## src/rtl/uart_rx_buf_ctrl.sv

```systemverilog
// uart_rx_buf_ctrl: receive-side byte FIFO for a UART. It provides fill level,
// empty/full flags, a sticky overrun flag and a threshold interrupt.
// Optional feature macro: UART_RX_TIMEOUT_EN adds a character-timeout FSM that
// drives oTIMEOUT and feeds it into oIRQ. Without the macro, oTIMEOUT is tied to 0.
module uart_rx_buf_ctrl #(
  parameter int DEPTH    = 8,
  parameter int TO_TICKS = 32,
  localparam int AW      = $clog2(DEPTH)
) (
  input  logic          iCLK,
  input  logic          iRESET,
  input  logic [7:0]    iRX_DATA,
  input  logic          iRX_DATA_EN,
  input  logic          iRX_TICK,
  input  logic          iRD_REQ,
  input  logic [AW:0]   iTHRESH,
  input  logic          iCLR_OVR,
  output logic [7:0]    oRD_DATA,
  output logic          oRD_VALID,
  output logic [AW:0]   oCOUNT,
  output logic          oEMPTY,
  output logic          oFULL,
  output logic          oOVERRUN,
  output logic          oIRQ,
  output logic          oTIMEOUT
);

  logic [7:0]    mem [DEPTH];
  logic [AW-1:0] wr_ptr_reg;
  logic [AW-1:0] rd_ptr_reg;
  logic [AW:0]   count_reg;
  logic [AW:0]   count_next;
  logic [7:0]    rd_data_reg;
  logic          rd_valid_reg;
  logic          ovr_reg;
  logic          irq_reg;
  logic          irq_next;
  logic          thresh_hit;
  logic          pop;
  logic          wr;
  logic          drop;

  assign oEMPTY = (count_reg == '0);
  assign oFULL  = (count_reg == (AW+1)'(DEPTH));

  // A pop frees a slot in the same cycle, so a write to a full FIFO is accepted
  // when it is paired with a pop.
  assign pop  = iRD_REQ && !oEMPTY;
  assign wr   = iRX_DATA_EN && (!oFULL || pop);
  assign drop = iRX_DATA_EN && oFULL && !pop;

  // Next fill level: a simultaneous write and pop leave the count unchanged.
  always_comb begin
    count_next = count_reg;
    case ({wr, pop})
      2'b10:   count_next = count_reg + (AW+1)'(1);
      2'b01:   count_next = count_reg - (AW+1)'(1);
      default: count_next = count_reg;
    endcase
  end

  assign thresh_hit = (iTHRESH != '0) && (count_next >= iTHRESH);

  // Storage array. The contents are not reset, so this maps onto block RAM.
  always_ff @(posedge iCLK) begin
    if (wr) begin
      mem[wr_ptr_reg] <= iRX_DATA;
    end
  end

  // Pointers, count, registered read port, overrun flag and interrupt.
  always_ff @(posedge iCLK) begin
    if (iRESET) begin
      wr_ptr_reg   <= '0;
      rd_ptr_reg   <= '0;
      count_reg    <= '0;
      rd_data_reg  <= '0;
      rd_valid_reg <= 1'b0;
      ovr_reg      <= 1'b0;
      irq_reg      <= 1'b0;
    end else begin
      rd_valid_reg <= pop;
      if (pop) begin
        rd_data_reg <= mem[rd_ptr_reg];
        rd_ptr_reg  <= rd_ptr_reg + AW'(1);
      end
      if (wr) begin
        wr_ptr_reg <= wr_ptr_reg + AW'(1);
      end
      count_reg <= count_next;
      // A new drop in the same cycle as a clear keeps the flag set.
      if (drop) begin
        ovr_reg <= 1'b1;
      end else if (iCLR_OVR) begin
        ovr_reg <= 1'b0;
      end
      irq_reg <= irq_next;
    end
  end

  assign oRD_DATA  = rd_data_reg;
  assign oRD_VALID = rd_valid_reg;
  assign oCOUNT    = count_reg;
  assign oOVERRUN  = ovr_reg;
  assign oIRQ      = irq_reg;

`ifdef UART_RX_TIMEOUT_EN
  typedef enum logic [1:0] {IDLE, ARMED, FIRED} to_state_t;

  to_state_t state_reg;
  to_state_t state_next;
  logic [7:0] tick_cnt_reg;
  logic [7:0] tick_cnt_next;

  // Timeout state register and idle-tick counter.
  always_ff @(posedge iCLK) begin
    if (iRESET) begin
      state_reg    <= IDLE;
      tick_cnt_reg <= '0;
    end else begin
      state_reg    <= state_next;
      tick_cnt_reg <= tick_cnt_next;
    end
  end

  // Timeout next-state logic. Any write or pop restarts the idle count.
  // An empty FIFO always returns the FSM to IDLE.
  always_comb begin
    state_next    = state_reg;
    tick_cnt_next = tick_cnt_reg;
    if (count_next == '0) begin
      state_next    = IDLE;
      tick_cnt_next = '0;
    end else begin
      case (state_reg)
        IDLE: begin
          state_next    = ARMED;
          tick_cnt_next = '0;
        end
        ARMED: begin
          if (wr || pop) begin
            tick_cnt_next = '0;
          end else if (iRX_TICK) begin
            if (tick_cnt_reg == 8'(TO_TICKS - 1)) begin
              state_next    = FIRED;
              tick_cnt_next = '0;
            end else begin
              tick_cnt_next = tick_cnt_reg + 8'd1;
            end
          end
        end
        FIRED: begin
          if (wr || pop) begin
            state_next    = ARMED;
            tick_cnt_next = '0;
          end
        end
        default: begin
          state_next    = IDLE;
          tick_cnt_next = '0;
        end
      endcase
    end
  end

  assign oTIMEOUT = (state_reg == FIRED);
  // Use the next timeout state so oIRQ and oTIMEOUT change in the same cycle.
  assign irq_next = thresh_hit || (state_next == FIRED);
`else
  logic tick_unused;
  assign tick_unused = iRX_TICK;
  assign oTIMEOUT    = 1'b0;
  assign irq_next    = thresh_hit;
`endif

endmodule

```

## config.mk

```make
export PLATFORM = sky130hd
export DESIGN_NAME = uart_rx_buf_ctrl
export DESIGN_NICKNAME = d
export VERILOG_FILES = /design/src/rtl/uart_rx_buf_ctrl.sv
export SDC_FILE = /design/constraint.sdc
export NUM_CORES = 1
export LEC_CHECK = 0
export ABC_CLOCK_PERIOD_IN_PS = 7400
export BUFFER_PORTS_ARGS = -buffer_cell sky130_fd_sc_hd__buf_2
export CAP_MARGIN = 20
export CELL_PAD_IN_SITES_DETAIL_PLACEMENT = 1
export CELL_PAD_IN_SITES_GLOBAL_PLACEMENT = 1
export CORE_MARGIN = 1
export CORE_UTILIZATION = 40
export DETAILED_ROUTE_END_ITERATION = 8
export GPL_TIMING_DRIVEN = 0
export HOLD_SLACK_MARGIN = 0.1
export MAX_ROUTING_LAYER = met4
export PLACE_DENSITY = 0.68
export SYNTH_ARGS = -nofsm -noshare
export SYNTH_HDL_FRONTEND = slang
export SYNTH_SLANG_ARGS = --single-unit
```

## constraint.sdc

```tcl
create_clock -name iCLK -period 7.4 [get_ports iCLK]
set_input_delay 0.74 -clock iCLK [delete_from_list [all_inputs] [get_ports iCLK]]
set_output_delay 0.74 -clock iCLK [all_outputs]
set_load 0.005 [all_outputs]
```

==> results of run 1 <==
## stage by stage
step	setup WS (ns)	util	hold slack (ns)	total power, mW
after CTS	4.230	0.4699	0.5048	1.380
after detailed placement	4.227	0.4481	0.4929	1.057
after global routing	4.012	0.4699	0.5238	1.445
final	4.294	0.4699	0.4988	1.359
after floorplan	4.633	-	0.4939	0.9175
after global placement	4.225	0.4436	0.4872	1.037
## how the worst max path moves through the flow
stage / from / end / slack [ns] / cells after the start
2_1_floorplan: iRD_REQ / oIRQ / 4.63 / 11
3_3_place_gp: iRX_DATA_EN / mem[0][3] / 4.22 / 4
3_5_place_dp: iRD_REQ / oIRQ / 4.23 / 11
4_1_cts: oCOUNT[1] / oIRQ / 4.23 / 11
5_1_grt: oCOUNT[1] / oIRQ / 4.01 / 11
6_report: oCOUNT[1] / oIRQ / 4.29 / 11
## layout make-up
type / count / area [um^2]
fillers: 912 / 4601
repair buffers: 35 / 182.7
plain buffers: 13 / 73.82
flip-flops and latches: 85 / 2342
clock buffers: 10 / 127.6
multi-input cells: 123 / 1129
inverters: 7 / 26.28
well taps: 108 / 135.1
clock inverters: 5 / 61.31
## cell families (layout without fill, tap and decap cells)
group	count (synthesis)	in the layout
other	1	1
multiplexers	26	26
AND/OR/NAND/NOR	50	50
XOR/XNOR	7	7
flip-flops	85	85
adder cells (fa/ha/maj)	9	9
buffers and inverters	20	70
AO/OA/AOI/OAI	30	30
## power groups by stage
stage / Sequential [mW] / Clock, mW / Combinational [mW]
3_3_place_gp: 0.614 / 0 / 0.423
6_report: 0.606 / 0.321 / 0.432
4_1_cts: 0.607 / 0.332 / 0.441
3_5_place_dp: 0.618 / 0 / 0.439
2_1_floorplan: 0.611 / 0 / 0.306
5_1_grt: 0.615 / 0.346 / 0.484
## tightest hold or removal path, cell delays in order (launching register included)
cell and delay [ns]:
sky130_fd_sc_hd__dfxtp_1 0.31, sky130_fd_sc_hd__nor2_1 0.09, sky130_fd_sc_hd__a211oi_1 0.05
## per-layer routing
layer | share of wire | vias up
met5 | 0 | -
met3 | 0.037 | 6
met2 | 0.49 | 37
met1 | 0.46 | 1044
met4 | 0.011 | 0
li1 | - | 960
## placed cells by master (no fill, tap or decap), drive strengths merged, types with 2 or more instances in the layout
master / count
or3: 2
clkinvlp: 3
xor2: 3
inv: 8
a211oi: 10
mux4: 16
o211ai: 2
ha: 8
mux2i: 9
nand2: 6
edfxtp: 64
nor4: 2
buf: 45
nor2: 24
dfxtp: 21
nor3: 5
nor2b: 2
xnor2: 4
nand2b: 3
o21ai: 6
clkbuf: 13
a21oi: 6
==> reports/qor.log, run 1 <==
qor: placed_design.placed_cells_incl_taps 371
qor: worst_setup_path.regToRegEndpoint oIRQ
qor: cts.tritoncts yes
qor: timing.fin_setup_tns 0 ns
qor: global_route.use_met3 0.05450
qor: hold_path.worst_hold_path.num_cells 2
qor: cts.root_buffer sky130_fd_sc_hd__clkbuf_8
qor: timing.drv_slew 0
qor: global_route.grt_pass1_vias 2066
qor: global_route.antenna_found_initial 0
qor: worst_setup_path.cpLargestDelayFamily compound AO/OA/AOI/OAI gates
qor: cts.clk_transition_reported_paths 0.08 ns
qor: power_and_ir_drop.irDropWorstVdd 0.1460 mV
qor: layout.fin_cells 386
qor: layout.design.final.nets 301
qor: logic_synthesis.synth_area 3555 um^2
qor: job.maximum_capacitance_violations 0
qor: worst_setup_path.critical_path.slowest_cell sky130_fd_sc_hd__dfxtp_1
qor: worst_setup_path.endpoint_kind flop
qor: logic_synthesis.synth_mux_area_frac 0.1309
qor: worst_setup_path.critical_path_required 7.64 ns
qor: logic_synthesis.postSynth.asyncResetShare 0
qor: placed_design.port_buffers 32
qor: worst_setup_path.worstReg2RegStart oCOUNT[1]
qor: floorplan.dieHeight 96.27 um
qor: layout.area_growth 14.71%
qor: floorplan.fp.coreArea 8678 um^2
qor: hold_path.hold_wc_startpoint oRD_DATA[7]
qor: layout.largest-register mem
qor: logic_synthesis.net_count_after_synthesis 255
qor: timing.finalWorstPathRequiredPeriod 3.106 ns
qor: cts.cts_post_setup_buffers_inserted 0
qor: logic_synthesis.synth_sequential_area_ratio 0.6589
qor: power_and_ir_drop.share_of_power_burned_in_the_clock_network 0.236
qor: floorplan.fp.dieW 96.27 um
qor: logic_synthesis.yosys_warnings 0
qor: layout.fin_area 4078 um^2
qor: global_route.global_route_total_overflow 0
qor: timing.worst_pin_slew 0.9416 ns
qor: power_and_ir_drop.share_of_total_power_in_combinational_logic 0.318
qor: drt.drtIter0Drc 52
qor: floorplan.initial_core_util 0.4096
qor: cts.cts_buffers 9
qor: global_route.global_route_wire_length_before_repair 11.13 mm
qor: global_route.global_route_track_usage_on_met2 0.2730
qor: drt.drt_pass1_iterations 4
qor: layout.antenna_cells 0
qor: worst_setup_path.critical_path_buf_inv_count 0
qor: cts.clock_insertion_delay_worst_skew 0.35 ns
qor: cts.clock_sinks 85
qor: worst_setup_path.critical_path.max_fanout 11
qor: timing.grt_setup_unrepaired false
qor: logic_synthesis.synth_compound_gate_area_share 0.06195
qor: logic_synthesis.number_of_instances_in_the_synthesized_netlist 228
qor: drt.wl_cell 18.91 um
qor: cts.post_cts_resized 0
qor: floorplan.placementRows 34
qor: logic_synthesis.yosys_register_bits 85
qor: power_and_ir_drop.cell_int_power 931.4 uW
qor: timing.final.period_utilization 0.4197
qor: logic_synthesis.most_common_flop_cell_mapped_by_yosys sky130_fd_sc_hd__edfxtp_1
qor: timing.finClkSkew 0.008551 ns
qor: worst_setup_path.most_numerous_cell_on_the_critical_path sky130_fd_sc_hd__a21oi_1
qor: logic_synthesis.main_combinational_cell_family_by_area_after_synthesis multiplexers
qor: power_and_ir_drop.power_density_over_the_cells 333.2 nW/um^2
qor: global_route.groute.usage.overall 0.1782
qor: hold_path.class_of_the_most_critical_hold_timing_path reg -> reg
qor: power_and_ir_drop.sequential_fraction_of_design_power 0.446
qor: worst_setup_path.r2r_cells 11
qor: timing.maximum_clock_frequency 322.0 MHz
qor: power_and_ir_drop.switchingPower 427.3 uW
qor: drt.drt-vias-per-instance 5.303
qor: logic_synthesis.top_area_cell_type_share_of_the_netlist_area 0.5407
qor: power_and_ir_drop.switching_share 0.3145
qor: logic_synthesis.yosys.cell_count.top_type sky130_fd_sc_hd__edfxtp_1
qor: global_route.grt_max_degree 15
qor: floorplan.die_area 9268 um^2
qor: timing.slew_headroom 0.3675
qor: logic_synthesis.synth-edff-count 64
qor: hold_path.timing.hold.worst_endpoint oRD_DATA[7]
qor: placed_design.global_placer_s_final_weighted_congestion 0.7735
qor: logic_synthesis.post_synth_fa_ha_maj_area_fraction 0.03379
qor: worst_setup_path.worstSetupPathType reg -> reg
qor: run_status.status completed
qor: logic_synthesis.yosysUniqueCellTypes 41
qor: drt.vias 2047
qor: logic_synthesis.post_synth_main_area_contributors sky130_fd_sc_hd__edfxtp_1 (54%), sky130_fd_sc_hd__dfxtp_1 (12%), sky130_fd_sc_hd__mux4_2 (10%), sky130_fd_sc_hd__ha_1 (2.8%), sky130_fd_sc_hd__mux2i_1 (2.5%)
qor: cts.cts_buffer_depth 2
qor: worst_setup_path.worst_setup_path_start_kind flop
qor: global_route.grt_busiest_layer met2
qor: global_route.gr_layer_usage_met1 0.2273
qor: logic_synthesis.syn_avg_cell_area 15.59 um^2
qor: power_and_ir_drop.static-leakage-power 1.445 nW
qor: logic_synthesis.simple_gate_portion_of_the_synthesized_area 0.06793
qor: drt.route.antenna.remaining_nets 0
qor: cts.cts_hold_repair.buffers 0
qor: worst_setup_path.reg2reg_setup_slack 4.29 ns
qor: logic_synthesis.synth_xor_xnor_area_share 0.01725
qor: logic_synthesis.yosysTopAreaCell sky130_fd_sc_hd__edfxtp_1
qor: drt.drc 0
qor: timing.report.final.hold_viol_count 0
qor: cts.h_tree_level_count 3
qor: timing.report.final.setup_viol 0
qor: placed_design.post_dp_cell_area 3889 um^2
qor: worst_setup_path.critical-path-max-stage-delay 0.44 ns
qor: logic_synthesis.synth.cells.most_frequent sky130_fd_sc_hd__edfxtp_1 (64), sky130_fd_sc_hd__nor2_1 (24), sky130_fd_sc_hd__dfxtp_1 (21)
qor: worst_setup_path.worstPathCellList or3_1 > o21ai_0 > nor2_1 > ha_1 > a21oi_1 > a21oi_1 > o32a_1 > nand2_1 > ha_1 > o21ai_0 > a21oi_1
qor: layout.largest_register_ff_count 64
qor: floorplan.ioPinCount 36
qor: worst_setup_path.crit_arrival 3.34 ns
qor: drt.postRouteWirelength 7.301 mm
qor: placed_design.place_hpwl 5.019 mm
qor: layout.layout-drive-gt1-share 0.2914
Note: power is estimated with default switching activity, not from simulation.
==> run 2: changes to the inputs <==
--- a/config.mk
+++ b/config.mk
@@ -5,7 +5,8 @@
 export SDC_FILE = /design/constraint.sdc
 export NUM_CORES = 1
 export LEC_CHECK = 0
-export ABC_CLOCK_PERIOD_IN_PS = 7400
+export ABC_AREA = 1
+export ABC_CLOCK_PERIOD_IN_PS = 3100
 export BUFFER_PORTS_ARGS = -buffer_cell sky130_fd_sc_hd__buf_2
 export CAP_MARGIN = 20
 export CELL_PAD_IN_SITES_DETAIL_PLACEMENT = 1
@@ -16,7 +17,7 @@
 export GPL_TIMING_DRIVEN = 0
 export HOLD_SLACK_MARGIN = 0.1
 export MAX_ROUTING_LAYER = met4
-export PLACE_DENSITY = 0.68
+export PLACE_DENSITY = 0.72
 export SYNTH_ARGS = -nofsm -noshare
 export SYNTH_HDL_FRONTEND = slang
 export SYNTH_SLANG_ARGS = --single-unit
==> constraint.sdc (replaced) <==
create_clock -name iCLK -period 3.1 [get_ports iCLK]
set_input_delay 0.31 -clock iCLK [delete_from_list [all_inputs] [get_ports iCLK]]
set_output_delay 0.31 -clock iCLK [all_outputs]
set_load 0.005 [all_outputs]
==> run 2 against run 1 <==
Effect of this change:
- core utilization is 0.33 points higher
- sequential share of layout area is 0.95 points lower
- maximum frequency increased by 14%
- critical path depth grew 5
- largest cell class unchanged
- setup slack got worse by 3.9 ns
==> reports/qor.log, run 2 <==
qor: layout.mostFrequentLayoutCells sky130_fd_sc_hd__nand2_1 (80), sky130_fd_sc_hd__edfxtp_1 (64), sky130_fd_sc_hd__buf_2 (41)
qor: global_route.global_route_total_overflow 0
qor: timing.fin_setup_tns 0 ns
qor: layout.fin_area 4146 um^2
qor: logic_synthesis.top_area_cell_type_share_of_the_netlist_area 0.5258
qor: logic_synthesis.most_common_flop_cell_mapped_by_yosys sky130_fd_sc_hd__edfxtp_1
qor: layout.layout-drive-gt1-share 0.1646
qor: global_route.global_route_wire_length_before_repair 13.12 mm
qor: drt.drt-vias-per-instance 5.037
qor: worst_setup_path.critical_path.max_fanout 7
qor: drt.drtIter0Drc 129
qor: timing.finClkSkew 0.01174 ns
qor: layout.nFillCells 981
qor: logic_synthesis.synth_area 3655 um^2
qor: cts.clock_sinks 85
qor: timing.final.period_utilization 0.8791
qor: drt.drc 0
qor: worst_setup_path.r2r_cells 16
qor: logic_synthesis.synth-edff-count 64
qor: job.maximum_capacitance_violations 0
qor: hold_path.worst_hold_path.num_cells 4
qor: timing.report.final.setup_viol 0
qor: floorplan.dieHeight 97.59 um
qor: layout.area_growth 13.45%
qor: hold_path.class_of_the_most_critical_hold_timing_path in -> reg
qor: floorplan.fp.dieW 97.59 um
qor: worst_setup_path.reg2reg_setup_slack 0.37 ns
qor: cts.cts_buffer_depth 2
qor: logic_synthesis.synth.cells.most_frequent sky130_fd_sc_hd__nand2_1 (80), sky130_fd_sc_hd__edfxtp_1 (64), sky130_fd_sc_hd__inv_1 (36)
qor: power_and_ir_drop.sequential_fraction_of_design_power 0.456
qor: timing.finalWorstPathRequiredPeriod 2.725 ns
qor: power_and_ir_drop.switchingPower 1.002 mW
qor: timing.grt_setup_unrepaired false
qor: worst_setup_path.worstSetupPathType reg -> reg
qor: layout.antenna_cells 0
qor: layout.design.final.nets 423
qor: logic_synthesis.yosysTopAreaCell sky130_fd_sc_hd__edfxtp_1
qor: drt.drt_pass1_iterations 4
qor: global_route.antenna_found_initial 0
qor: logic_synthesis.number_of_instances_in_the_synthesized_netlist 352
qor: logic_synthesis.syn_avg_cell_area 10.38 um^2
qor: power_and_ir_drop.power_density_over_the_cells 725.6 nW/um^2
qor: hold_path.hold_wc_startpoint iCLR_OVR
qor: logic_synthesis.synth_sequential_area_ratio 0.6409
qor: cts.clk_transition_reported_paths 0.09 ns
qor: power_and_ir_drop.irDropWorstVdd 0.3132 mV
qor: timing.worst_pin_slew 0.8178 ns
qor: timing.slew_headroom 0.4528
qor: layout.multiInputGateArea 1081 um^2
qor: logic_synthesis.net_count_after_synthesis 379
qor: worst_setup_path.worstReg2RegStart oCOUNT[0]
qor: worst_setup_path.endpoint_kind flop
qor: logic_synthesis.yosys.cell_count.top_type sky130_fd_sc_hd__nand2_1
qor: logic_synthesis.yosysUniqueCellTypes 28
qor: layout.final_common_cell sky130_fd_sc_hd__nand2_1
qor: worst_setup_path.worst_setup_path_start_kind flop
qor: timing.maximum_clock_frequency 366.9 MHz
qor: logic_synthesis.post_synth_main_area_contributors sky130_fd_sc_hd__edfxtp_1 (53%), sky130_fd_sc_hd__dfxtp_1 (12%), sky130_fd_sc_hd__nand2_1 (8.2%), sky130_fd_sc_hd__nand3_1 (4.5%), sky130_fd_sc_hd__inv_1 (3.7%)
qor: floorplan.die_area 9523 um^2
qor: worst_setup_path.critical_path_required 3.34 ns
qor: global_route.groute.usage.overall 0.1876
qor: cts.post_cts_resized 0
qor: cts.cts_post_setup_buffers_inserted 0
qor: drt.wl_cell 15.71 um
qor: logic_synthesis.yosys_warnings 0
qor: worst_setup_path.crit_arrival 2.97 ns
qor: cts.h_tree_level_count 3
qor: floorplan.initial_core_util 0.4170
qor: power_and_ir_drop.static-leakage-power 1.704 nW
qor: floorplan.ioPinCount 36
qor: logic_synthesis.postSynth.asyncResetShare 0
qor: cts.clock_insertion_delay_worst_skew 0.35 ns
qor: global_route.grt_pass1_vias 2577
qor: drt.postRouteWirelength 7.994 mm
qor: layout.largest-register mem
qor: cts.root_buffer sky130_fd_sc_hd__clkbuf_8
qor: placed_design.global_placer_s_final_weighted_congestion 0.7547
qor: logic_synthesis.yosys_register_bits 85
qor: placed_design.port_buffers 33
qor: drt.vias 2564
qor: layout.largest_register_ff_count 64
qor: placed_design.post_dp_cell_area 3955 um^2
qor: hold_path.timing.hold.worst_endpoint oOVERRUN
qor: floorplan.fp.coreArea 8763 um^2
qor: cts.tritoncts yes
qor: cts.cts_buffers 9
qor: power_and_ir_drop.share_of_power_burned_in_the_clock_network 0.258
qor: worst_setup_path.regToRegEndpoint oIRQ
qor: layout.seq_area 2342 um^2
qor: power_and_ir_drop.cell_int_power 2.007 mW
qor: drt.route.antenna.remaining_nets 0
qor: placed_design.place_hpwl 5.952 mm
qor: timing.report.final.hold_viol_count 0
qor: power_and_ir_drop.switching_share 0.3330
qor: run_status.status completed
qor: cts.cts_hold_repair.buffers 0
qor: timing.drv_slew 0
qor: global_route.grt_max_degree 16
qor: power_and_ir_drop.share_of_total_power_in_combinational_logic 0.287
qor: floorplan.placementRows 34
[run 2: through the flow]
stage,setup slack (ns),cells,util,hold WS [ns],power [mW]
3_5_place_dp,0.3631,493,0.4513,0.4538,2.271
3_3_place_gp,0.4197,493,0.4513,0.4478,2.235
6_report,0.3747,509,0.4732,0.2100,3.008
5_1_grt,0.04973,509,0.4732,0.2187,3.200
2_1_floorplan,0.6915,352,-,0.3791,1.978
4_1_cts,0.3435,509,0.4732,0.2044,3.040
[run 2: critical path, stage by stage (launching register included)]
cell                       delay, ns
sky130_fd_sc_hd__dfxtp_1        0.47
sky130_fd_sc_hd__nor2_2         0.08
sky130_fd_sc_hd__nand2_2        0.10
sky130_fd_sc_hd__nand2_4        0.08
sky130_fd_sc_hd__nor2_1         0.28
sky130_fd_sc_hd__ha_1           0.33
sky130_fd_sc_hd__a21oi_1        0.18
sky130_fd_sc_hd__nand2_1        0.07
sky130_fd_sc_hd__nand2_1        0.08
sky130_fd_sc_hd__nand2_1        0.06
sky130_fd_sc_hd__nand2_1        0.07
sky130_fd_sc_hd__nand3_2        0.09
sky130_fd_sc_hd__ha_1           0.31
sky130_fd_sc_hd__a21oi_1        0.16
sky130_fd_sc_hd__nand3_1        0.08
sky130_fd_sc_hd__o311ai_0       0.08
sky130_fd_sc_hd__inv_1          0.07
[run 2: cell type report]
| cell class | count | share of cell area |
|---|---|---|
| clock buffer | 10 | 0.03078 |
| tap | 108 | 0.03259 |
| sequential | 85 | 0.5649 |
| timing repair buffer | 33 | 0.03983 |
| multi-input combinational | 214 | 0.2607 |
| buffer | 13 | 0.01961 |
| inverter | 40 | 0.03621 |
| clock inverter | 6 | 0.01539 |
[run 2: power by group through the flow]
| stage | Clock, mW | Sequential [mW] | Combinational (mW) |
|---|---|---|---|
| final | 0.775 | 1.37 | 0.863 |
| after global placement | 0 | 1.39 | 0.841 |
| after detailed placement | 0 | 1.40 | 0.871 |
| after floorplan | 0 | 1.40 | 0.583 |
| after global routing | 0.831 | 1.39 | 0.983 |
| after CTS | 0.789 | 1.37 | 0.877 |
[run 2: how the worst max path moves through the flow]
stage / endpoint / cells after the start / slack, ns / start
5_1_grt: oIRQ / 16 / 0.05 / oCOUNT[1]
3_5_place_dp: oIRQ / 16 / 0.36 / oCOUNT[0]
6_report: oIRQ / 16 / 0.37 / oCOUNT[0]
2_1_floorplan: oIRQ / 16 / 0.69 / oCOUNT[0]
3_3_place_gp: oIRQ / 16 / 0.42 / oCOUNT[0]
4_1_cts: oIRQ / 16 / 0.34 / oCOUNT[0]
[run 2: logic make-up (layout without fill, tap and decap cells)]
kind of cell / after synthesis / in the layout / share of synthesized area
AND/OR/NAND/NOR: 155 / 155 / 0.1811
flip-flops: 85 / 85 / 0.6409
buffers and inverters: 53 / 102 / 0.06333
AO/OA/AOI/OAI: 48 / 48 / 0.07840
adder cells (fa/ha/maj): 9 / 9 / 0.03287
other: 1 / 1 / 0.001026
XOR/XNOR: 1 / 1 / 0.002397
[run 2: per-layer routing]
metal | track usage | vias to the layer above | part of all wire
met3 | 0.03237 | 11 | 0.044
met5 | - | - | 0
met4 | 0.07014 | 0 | 0.020
met1 | 0.2353 | 1220 | 0.46
met2 | 0.3050 | 53 | 0.48
li1 | - | 1280 | -
